--- src/rtl/contador_campo_bcd_param.sv ---
// Two-digit BCD field counter for the clock/date setting path: manual stepping with press-and-hold
// auto-repeat, cascade increment from the lower field with carry, and validated parallel load.
//
//   state  | meaning
//   IDLE   | no button held; a fresh press steps once and starts the hold timer
//   HOLD   | button held, waiting HOLD_CYC cycles before auto-repeat begins
//   REPEAT | auto-repeat active, one step every RPT_CYC cycles while held
module contador_campo_bcd_param #(
   parameter int MIN_VAL  = 0,
   parameter int MAX_VAL  = 99,
   parameter int FIELD_ID = 4,
   parameter int HOLD_CYC = 50_000_000,
   parameter int RPT_CYC  = 25_000_000
) (
   input  logic       clk,
   input  logic       reset,
   input  logic [3:0] en_count,
   input  logic       enUP,
   input  logic       enDOWN,
   input  logic       inc_in,
   input  logic       load,
   input  logic [3:0] load_digit1,
   input  logic [3:0] load_digit0,
   output logic [3:0] digit1,
   output logic [3:0] digit0,
   output logic       carry_out
);

   localparam int TMAX = (HOLD_CYC > RPT_CYC) ? HOLD_CYC : RPT_CYC;
   localparam int TW   = $clog2(TMAX) + 1;
   localparam logic [TW-1:0] HOLD_TC = TW'(HOLD_CYC - 1);
   localparam logic [TW-1:0] RPT_TC  = TW'(RPT_CYC - 1);
   localparam logic [6:0]    MIN_C   = 7'(MIN_VAL);
   localparam logic [6:0]    MAX_C   = 7'(MAX_VAL);

   typedef enum logic [1:0] {
      IDLE   = 2'd0,
      HOLD   = 2'd1,
      REPEAT = 2'd2
   } state_t;

   state_t        state, state_nx;
   logic [TW-1:0] timer, timer_nx;
   logic [6:0]    count, count_nx;
   logic          carry_nx;
   logic          sel, btn, step;
   logic [6:0]    up_val, dn_val, load_val;
   logic          load_ok, inc_ok;

   assign sel = (en_count == 4'(FIELD_ID));
   assign btn = sel & (enUP ^ enDOWN);

   assign up_val   = (count == MAX_C) ? MIN_C : count + 7'd1;
   assign dn_val   = (count == MIN_C) ? MAX_C : count - 7'd1;
   assign load_val = 7'(load_digit1) * 7'd10 + 7'(load_digit0);

   // Lower bound written as val+1 > MIN so MIN_VAL=0 does not collapse into a constant compare.
   assign load_ok = load
                  & (load_digit1 <= 4'd9) & (load_digit0 <= 4'd9)
                  & (load_val <= MAX_C)
                  & (({1'b0, load_val} + 8'd1) > 8'(MIN_VAL));

   assign inc_ok = inc_in & ~sel;

   always_ff @(posedge clk or negedge reset) begin
      if (!reset) begin
         state <= IDLE;
         timer <= '0;
      end else begin
         state <= state_nx;
         timer <= timer_nx;
      end
   end

   always_comb begin
      state_nx = state;
      timer_nx = timer;
      step     = 1'b0;
      case (state)
         IDLE: begin
            timer_nx = '0;
            if (btn) begin
               step     = 1'b1;
               state_nx = HOLD;
            end
         end
         HOLD: begin
            if (!btn) begin
               state_nx = IDLE;
               timer_nx = '0;
            end else if (timer == HOLD_TC) begin
               step     = 1'b1;
               timer_nx = '0;
               state_nx = REPEAT;
            end else begin
               timer_nx = timer + 1'b1;
            end
         end
         REPEAT: begin
            if (!btn) begin
               state_nx = IDLE;
               timer_nx = '0;
            end else if (timer == RPT_TC) begin
               step     = 1'b1;
               timer_nx = '0;
            end else begin
               timer_nx = timer + 1'b1;
            end
         end
         default: begin
            state_nx = IDLE;
            timer_nx = '0;
         end
      endcase
   end

   // Manual wraps never carry: fields are edited independently of one another.
   always_comb begin
      count_nx = count;
      carry_nx = 1'b0;
      if (load_ok) begin
         count_nx = load_val;
      end else if (step) begin
         count_nx = enUP ? up_val : dn_val;
      end else if (inc_ok) begin
         count_nx = up_val;
         carry_nx = (count == MAX_C);
      end
   end

   always_ff @(posedge clk or negedge reset) begin
      if (!reset) begin
         count     <= MIN_C;
         carry_out <= 1'b0;
      end else begin
         count     <= count_nx;
         carry_out <= carry_nx;
      end
   end

   assign digit1 = 4'(count / 7'd10);
   assign digit0 = 4'(count % 7'd10);

endmodule

--- config.mk ---
export PLATFORM = sky130hd
export DESIGN_NAME = contador_campo_bcd_param
export DESIGN_NICKNAME = d
export VERILOG_FILES = /design/src/rtl/contador_campo_bcd_param.sv
export SDC_FILE = /design/constraint.sdc
export NUM_CORES = 1
export LEC_CHECK = 0
export CORE_MARGIN = 3
export CORE_UTILIZATION = 49
export DETAILED_ROUTE_END_ITERATION = 10
export PLACE_DENSITY = 0.81
export SLEW_MARGIN = 10
export SYNTH_ARGS = -nofsm -noshare
export SYNTH_HDL_FRONTEND = slang
export SYNTH_SLANG_ARGS = --single-unit
--- constraint.sdc ---
create_clock -name clk -period 9 [get_ports clk]
set_input_delay 1.8 -clock clk [delete_from_list [all_inputs] [get_ports clk]]
set_output_delay 1.8 -clock clk [all_outputs]
set_load 0.02 [all_outputs]
==> insert_results.sql, run 1 <==
INSERT INTO impl_metrics (metric_group, metric, value, unit) VALUES
('run_status', 'run_status', 'complete, no violations', ''),
('drt', 'drt-met1-wl', '3240', 'um'),
('logic_synthesis', 'yosys_register_bits', '37', ''),
('sta', 'relSlewSlack', '30.0', '%'),
('sta', 'max_slew.worst_pin.slew', '1040', 'ps'),
('layout', 'design.final.nets', '418', ''),
('sta', 'max_freq', '0.169', 'GHz'),
('global_routing', 'via_count_of_the_first_global_routing_pass', '2638', ''),
('drt', 'dr_wl_met2', '3600', 'um'),
('global_routing', 'grt_antenna_before_repair', '0', ''),
('clocking', 'cts_sinks', '37', ''),
('drt', 'finalWirelength', '7270', 'um'),
('drt', 'met3_wirelength', '369', 'um'),
('drt', 'viasPerCell', '6.13', ''),
('logic_synthesis', 'synth_edf_count', '0', ''),
('clocking', 'clk-insertion-delay-late', '290', 'ps'),
('logic_synthesis', 'synth_sequential_area_ratio', '30.6', '%'),
('sta', 'fin_tns_setup', '0', 'ps'),
('clocking', 'cts-root-buf', 'clkbuf_8', ''),
('logic_synthesis', 'synth_nets', '401', ''),
('job', 'cap_violations', '0', ''),
('critical_path', 'timing.setup.critical_path_class', 'flop to primary output', ''),
('die', 'chipWidth', '84.6', 'um'),
('clocking', 'cts-hold-fix-buffers', '0', ''),
('layout', 'num_antenna_cells', '0', ''),
('pwr', 'cellLeakagePower', '0.00134', 'uW'),
('pwr', 'power.density', '266', 'mW/mm^2'),
('logic_synthesis', 'asyncSetResetFlopFracSynth', '100', '%'),
('critical_path', 'arrival_worst_endpoint', '4110', 'ps'),
('drt', 'drt_iter0_drc', '133', ''),
('drt', 'final_antenna_net_count', '0', ''),
('clocking', 'cts_setup_buffers', '0', ''),
('logic_synthesis', 'synth-main-ff-cell', 'dfrtp_1', ''),
('global_routing', 'largest_net_degree_at_the_start_of_global_routing', '38', ''),
('placement', 'dp_hpwl', '5220', 'um'),
('logic_synthesis', 'postSynthCellCount', '365', ''),
('sta', 'worst_clock_skew', '6.21', 'ps'),
('placement', 'placement.cell_area', '0.00332', 'mm^2'),
('die', 'die_outline_height', '84.6', 'um'),
('logic_synthesis', 'synth.distinct_cells', '63', ''),
('critical_path', 'critPathCaptureType', 'primary output', ''),
('die', 'core.rowCount', '27', ''),
('drt', 'via_count', '2785', ''),
('placement', 'port_buffers', '26', ''),
('logic_synthesis', 'area_of_the_mapped_netlist', '0.00303', 'mm^2'),
('layout', 'post_route_cells_drive_above_1_share', '4.97', '%'),
('critical_path', 'cp.required', '7200', 'ps'),
('clocking', 'cts.clk_slew.worst_paths', '70', 'ps'),
('clocking', 'cts_max_level', '2', ''),
('die', 'die-area', '0.00716', 'mm^2'),
('layout', 'flow.area_growth_from_synthesis', '12.4', '%'),
('drt', 'wl_per_cell', '16.0', 'um'),
('critical_path', 'timing.critical_path.fanout_max', '21', ''),
('global_routing', 'grt_use_total', '20.2', '%'),
('clocking', 'cts_tree', 'done', ''),
('drt', 'first_pass_iters', '4', ''),
('clocking', 'cts_buffer_depth', '2', ''),
('drt', 'highest_layer', 'met4', ''),
('die', 'effective_utilization_at_floorplan', '52.7', '%'),
('pwr', 'max-vdd-ir-drop', '0.000383', 'V'),
('sta', 'grt_setup_unrepaired', 'no', ''),
('logic_synthesis', 'yosys_warnings', '0', ''),
('sta', 'timing.final.setup_violations', '0', ''),
('global_routing', 'grt-ovfl-total', '0', ''),
('logic_synthesis', 'avgSynthCellArea', '8.29', 'um^2'),
('die', 'boundaryPins', '27', ''),
('drt', 'drc', '0', ''),
('worst_hold_path', 'hold_class', 'flop to flop', ''),
('placement', 'final_gp_congestion', '0.875', ''),
('clocking', 'tritoncts.num_buffers', '5', ''),
('sta', 'tcrit_tclk_final', '65.7', '%'),
('die', 'core-area', '0.00574', 'mm^2'),
('global_routing', 'grt_first_pass_wirelength', '12200', 'um'),
('sta', 'period_minus_slack', '5910', 'ps'),
('sta', 'final_hold_viol_count', '0', ''),
('critical_path', 'start_kind', 'flop', ''),
('layout', 'postLayoutCellArea', '0.00340', 'mm^2'),
('clocking', 'post_cts.resized_instances', '0', ''),
('sta', 'report.final.slew_viol_count', '0', '');
stage by stage:
step,setup WS [ps],utilization (%),power (uW),cells,hold WS (ps)
global route,2850,59.2,965,454,569
finish,3090,59.2,904,454,557
floorplan,3890,-,610,365,476
global placement,3640,57.7,763,447,498
CTS,3110,59.2,899,454,550
detailed placement,3420,57.7,780,447,512
synth_stat cells, types with 9 or more instances:
cell	n	area [um^2]
clkbuf_1	14	52.6
and3_1	9	56.3
nor2_1	55	206
nor3_1	10	50.1
xnor2_1	17	149
xor2_1	21	184
a21oi_1	13	65.1
nand3_1	22	110
nand2_1	34	128
o21ai_0	12	60.1
nor2b_1	9	56.3
inv_1	12	45.0
dfrtp_1	37	926
ha_1	16	200
routing by layer:
metal / vias to the layer above / global-route usage (%)
li1: 1335 / -
met1: 1344 / 27.1
met2: 95 / 33.7
met3: 11 / 3.53
met4: 0 / 5.18
met5: - / 0
path summary, 6_finish.rpt:
kind / depth (start not counted) / startpoint / end / slack [ps]
min in group asynchronous: 1 / reset / timer[26] / 1600
worst max register to register: 7 / timer[8] / count[4] / 6220
max in group asynchronous: 1 / reset / timer[16] / 6880
worst min register to register: 2 / timer[5] / timer[5] / 560
worst max-delay path: 12 / count[2] / digit0[3] / 3090
worst min-delay path: 2 / timer[5] / timer[5] / 560
layout make-up:
cell class	count	area (um^2)
Tap cell	72	90.1
Fill cell	510	2340
Sequential cell	37	926
Inverter	12	45.0
Multi-Input combinational cell	299	1990
Timing Repair Buffer	27	263
Clock buffer	7	86.3
power breakdown:
part / leakage (uW) / total (uW) / internal (uW) / switching, uW
Sequential: 0.000504 / 258 / 182 / 75.7
Clock: 0.0000443 / 118 / 60.8 / 56.9
Combinational: 0.000794 / 528 / 248 / 280
Total: 0.00134 / 904 / 492 / 413
state kept, by name, summed over array words and instances (netlist names):
name,cells
timer,27
count,7
state,2
carry_out,1
cell families after synthesis:
logic type      after synthesis  synth area share (%)
mux                           5                  2.23
compound gates               64                  15.0
simple gates                174                  29.5
xor+xnor                     38                  11.0
fa+ha+maj                    18                  7.94
flops                        37                  30.6
buf+inv                      29                  3.76
layout by cell type (no fill, tap or decap), types with 3 or more instances in the layout:
cell and count:
ha_1 16, mux2i_1 3, dfrtp_1 37, and3_1 9, xor2_1 21, a31oi_1 3
o21ai_0 12, nand4_1 8, clkbuf_8 6, nor4_1 3, clkdlybuf4s50_1 25, a21boi_0 3
nand2_1 34, xnor2_1 17, nand3_1 22, nor2b_1 9, nand2b_1 3, inv_1 12
nor3_1 10, a21oi_1 13, a21o_1 3, nor2_1 55, and4_1 6
worst max-delay path, cell delays in order, from the launching register on:
cell	delay (ps)
dfrtp_1	810
nor2b_1	250
nor3_1	70
o41ai_1	500
xnor2_1	220
ha_1	400
nand2b_1	190
o21a_1	130
o22a_1	130
nor2_1	50
a311oi_1	330
o221ai_1	170
clkdlybuf4s50_1	570
Note: power is estimated with default switching activity, not from simulation.
==> run 2: changes to the inputs <==
==> constraint.sdc (replaced) <==
create_clock -name clk -period 5.9 [get_ports clk]
set_input_delay 1.18 -clock clk [delete_from_list [all_inputs] [get_ports clk]]
set_output_delay 1.18 -clock clk [all_outputs]
set_load 0.02 [all_outputs]
==> insert_results.sql, run 2 (synthesis gave the netlist of run 1 again) <==
INSERT INTO impl_metrics (metric_group, metric, value, unit) VALUES
('run_status', 'run_status', 'complete, no violations', ''),
('critical_path', 'worstSetupStartpoint', 'count[2]', ''),
('global_routing', 'grt_use_total', '18.7', '%'),
('drt', 'viasPerCell', '5.86', ''),
('placement', 'port_buffers', '26', ''),
('critical_path', 'timing.critical_path.fanout_max', '21', ''),
('critical_path', 'critical_path.max_stage_delay', '800', 'ps'),
('critical_path', 'buffering_stage_count_on_the_worst_path_with_inverters_included', '1', ''),
('drt', 'wl_per_cell', '14.3', 'um'),
('pwr', 'max-vdd-ir-drop', '0.000567', 'V'),
('die', 'core-area', '0.00574', 'mm^2'),
('drt', 'drt_iter0_drc', '271', ''),
('global_routing', 'grt_first_pass_wirelength', '11400', 'um'),
('sta', 'grt_setup_unrepaired', 'no', ''),
('drt', 'finalWirelength', '6540', 'um'),
('clocking', 'cts_sinks', '37', ''),
('clocking', 'post_cts.resized_instances', '0', ''),
('worst_hold_path', 'hold_class', 'flop to flop', ''),
('layout', 'multi_input_area', '0.00199', 'mm^2'),
('pwr', 'share_comb_of_total_power', '58.4', '%'),
('pwr', 'power.density', '396', 'mW/mm^2'),
('die', 'boundaryPins', '27', ''),
('sta', 'timing.final.setup_violations', '0', ''),
('critical_path', 'timing.reg2reg.setup_slack', '3210', 'ps'),
('layout', 'design.final.nets', '419', ''),
('die', 'die_outline_height', '84.6', 'um'),
('layout', 'biggestRegsByFlops', 'timer (27), count (7), state (2)', ''),
('clocking', 'cts_buffer_depth', '2', ''),
('critical_path', 'cpLargestDelayFamily', 'compound AO/OA/AOI/OAI gates', ''),
('global_routing', 'grt-ovfl-total', '0', ''),
('layout', 'final_cell_count_no_fill', '456', ''),
('job', 'cap_violations', '0', ''),
('worst_hold_path', 'holdCritStartpoint', 'timer[0]', ''),
('critical_path', 'worst_path_max_delay_cell', 'dfrtp_1', ''),
('pwr', 'share_seq_of_total_power', '28.7', '%'),
('layout', 'mostFrequentLayoutCell', 'nor2_1', ''),
('clocking', 'cts.clk_slew.worst_paths', '80', 'ps'),
('placement', 'dp_hpwl', '4820', 'um'),
('pwr', 'power_frac_clock', '12.9', '%'),
('pwr', 'cell_internal_pwr', '738', 'uW'),
('clocking', 'cts-hold-fix-buffers', '0', ''),
('layout', 'registers.top_by_ff_count', 'timer', ''),
('sta', 'report.final.slew_viol_count', '0', ''),
('global_routing', 'largest_net_degree_at_the_start_of_global_routing', '38', ''),
('critical_path', 'list_of_cells_traversed_by_the_critical_path', 'nor2b_1, nor3_1, o41ai_1, xnor2_1, ha_1, nand2b_1, o21a_1, o22a_1, nor2_1, a311oi_1, o221ai_1, clkdlybuf4s50_1', ''),
('sta', 'period_minus_slack', '5260', 'ps'),
('layout', 'largest_reg_flops', '27', ''),
('layout', 'num_antenna_cells', '0', ''),
('pwr', 'swShare', '45.4', '%'),
('global_routing', 'grt_antenna_before_repair', '0', ''),
('die', 'die-area', '0.00716', 'mm^2'),
('sta', 'max_freq', '0.190', 'GHz'),
('sta', 'tcrit_tclk_final', '89.1', '%'),
('clocking', 'cts_max_level', '2', ''),
('clocking', 'cts_setup_buffers', '0', ''),
('placement', 'final_gp_congestion', '0.857', ''),
('critical_path', 'start_kind', 'flop', ''),
('clocking', 'clk-insertion-delay-late', '290', 'ps'),
('drt', 'drc', '0', ''),
('die', 'effective_utilization_at_floorplan', '52.7', '%'),
('placement', 'placed_cells_incl_taps', '448', ''),
('sta', 'final_hold_viol_count', '0', ''),
('sta', 'worst_clock_skew', '11.8', 'ps'),
('global_routing', 'via_count_of_the_first_global_routing_pass', '2462', ''),
('sta', 'max_slew.worst_pin.slew', '821', 'ps'),
('sta', 'fin_tns_setup', '0', 'ps'),
('layout', 'sequential_cell_area', '926', 'um^2'),
('drt', 'first_pass_iters', '4', ''),
('clocking', 'tritoncts.num_buffers', '5', ''),
('layout', 'final.fill_count', '523', ''),
('clocking', 'cts-root-buf', 'clkbuf_8', ''),
('critical_path', 'arrival_worst_endpoint', '4080', 'ps'),
('pwr', 'power_switching', '613', 'uW'),
('critical_path', 'cp.required', '4720', 'ps'),
('pwr', 'cellLeakagePower', '0.00135', 'uW'),
('layout', 'post_route_cells_drive_above_1_share', '5.73', '%'),
('die', 'core.rowCount', '27', ''),
('die', 'chipWidth', '84.6', 'um'),
('critical_path', 'critPathCaptureType', 'primary output', ''),
('critical_path', 'timing.setup.critical_path_class', 'flop to primary output', ''),
('clocking', 'cts_tree', 'done', ''),
('drt', 'final_antenna_net_count', '0', ''),
('critical_path', 'rr_startpoint', 'timer[8]', ''),
('layout', 'layout_common_cells', 'nor2_1, dfrtp_1, nand2_1', ''),
('sta', 'relSlewSlack', '45.3', '%'),
('layout', 'flow.area_growth_from_synthesis', '12.6', '%'),
('drt', 'via_count', '2674', '');
run 2: cell types whose count changed in the layout (fill, tap and decap cells not counted):
cell	previous run	this run
clkinv_2	0	2
buf_4	1	2
clkbuf_1	1	0
clkbuf_8	6	5
clkinvlp_4	0	1
run 2: layout make-up:
cell class	count	area share (%)
Clock buffer	5	2.02
Sequential cell	37	27.2
Inverter	12	1.32
Timing Repair Buffer	28	7.93
Tap cell	72	2.64
Clock inverter	3	0.514
Multi-Input combinational cell	299	58.4
run 2: power by group through the flow:
stage / combinational, uW / clock [uW] / sequential (uW)
global route: 869 / 192 / 398
finish: 788 / 174 / 388
CTS: 789 / 177 / 383
global placement: 771 / 0 / 384
floorplan: 618 / 0 / 312
detailed placement: 782 / 0 / 388
run 2: routing by layer:
layer	share of wire (%)	track usage, %
met2	46	29.9
met1	49	27.4
met5	0	0
met4	0.83	3.31
met3	3.5	2.45
run 2: stage by stage:
stage	hold WS (ps)	worst slack (ps)	cell area, um^2	power (uW)	utilization, %
2_1_floorplan	476	1410	3030	930	-
5_1_grt	587	329	3410	1460	59.4
4_1_cts	543	695	3410	1350	59.4
3_5_place_dp	536	1030	3320	1170	57.9
3_3_place_gp	504	1180	3320	1160	57.9
6_report	539	643	3410	1350	59.4
run 2: final timing paths:
path | depth (start not counted) | end
worst max-delay path | 12 | digit0[3]
worst min-delay path | 1 | timer[0]
worst max register to register | 7 | count[5]
worst min register to register | 1 | timer[0]
max in group asynchronous | 1 | timer[3]
min in group asynchronous | 1 | timer[26]
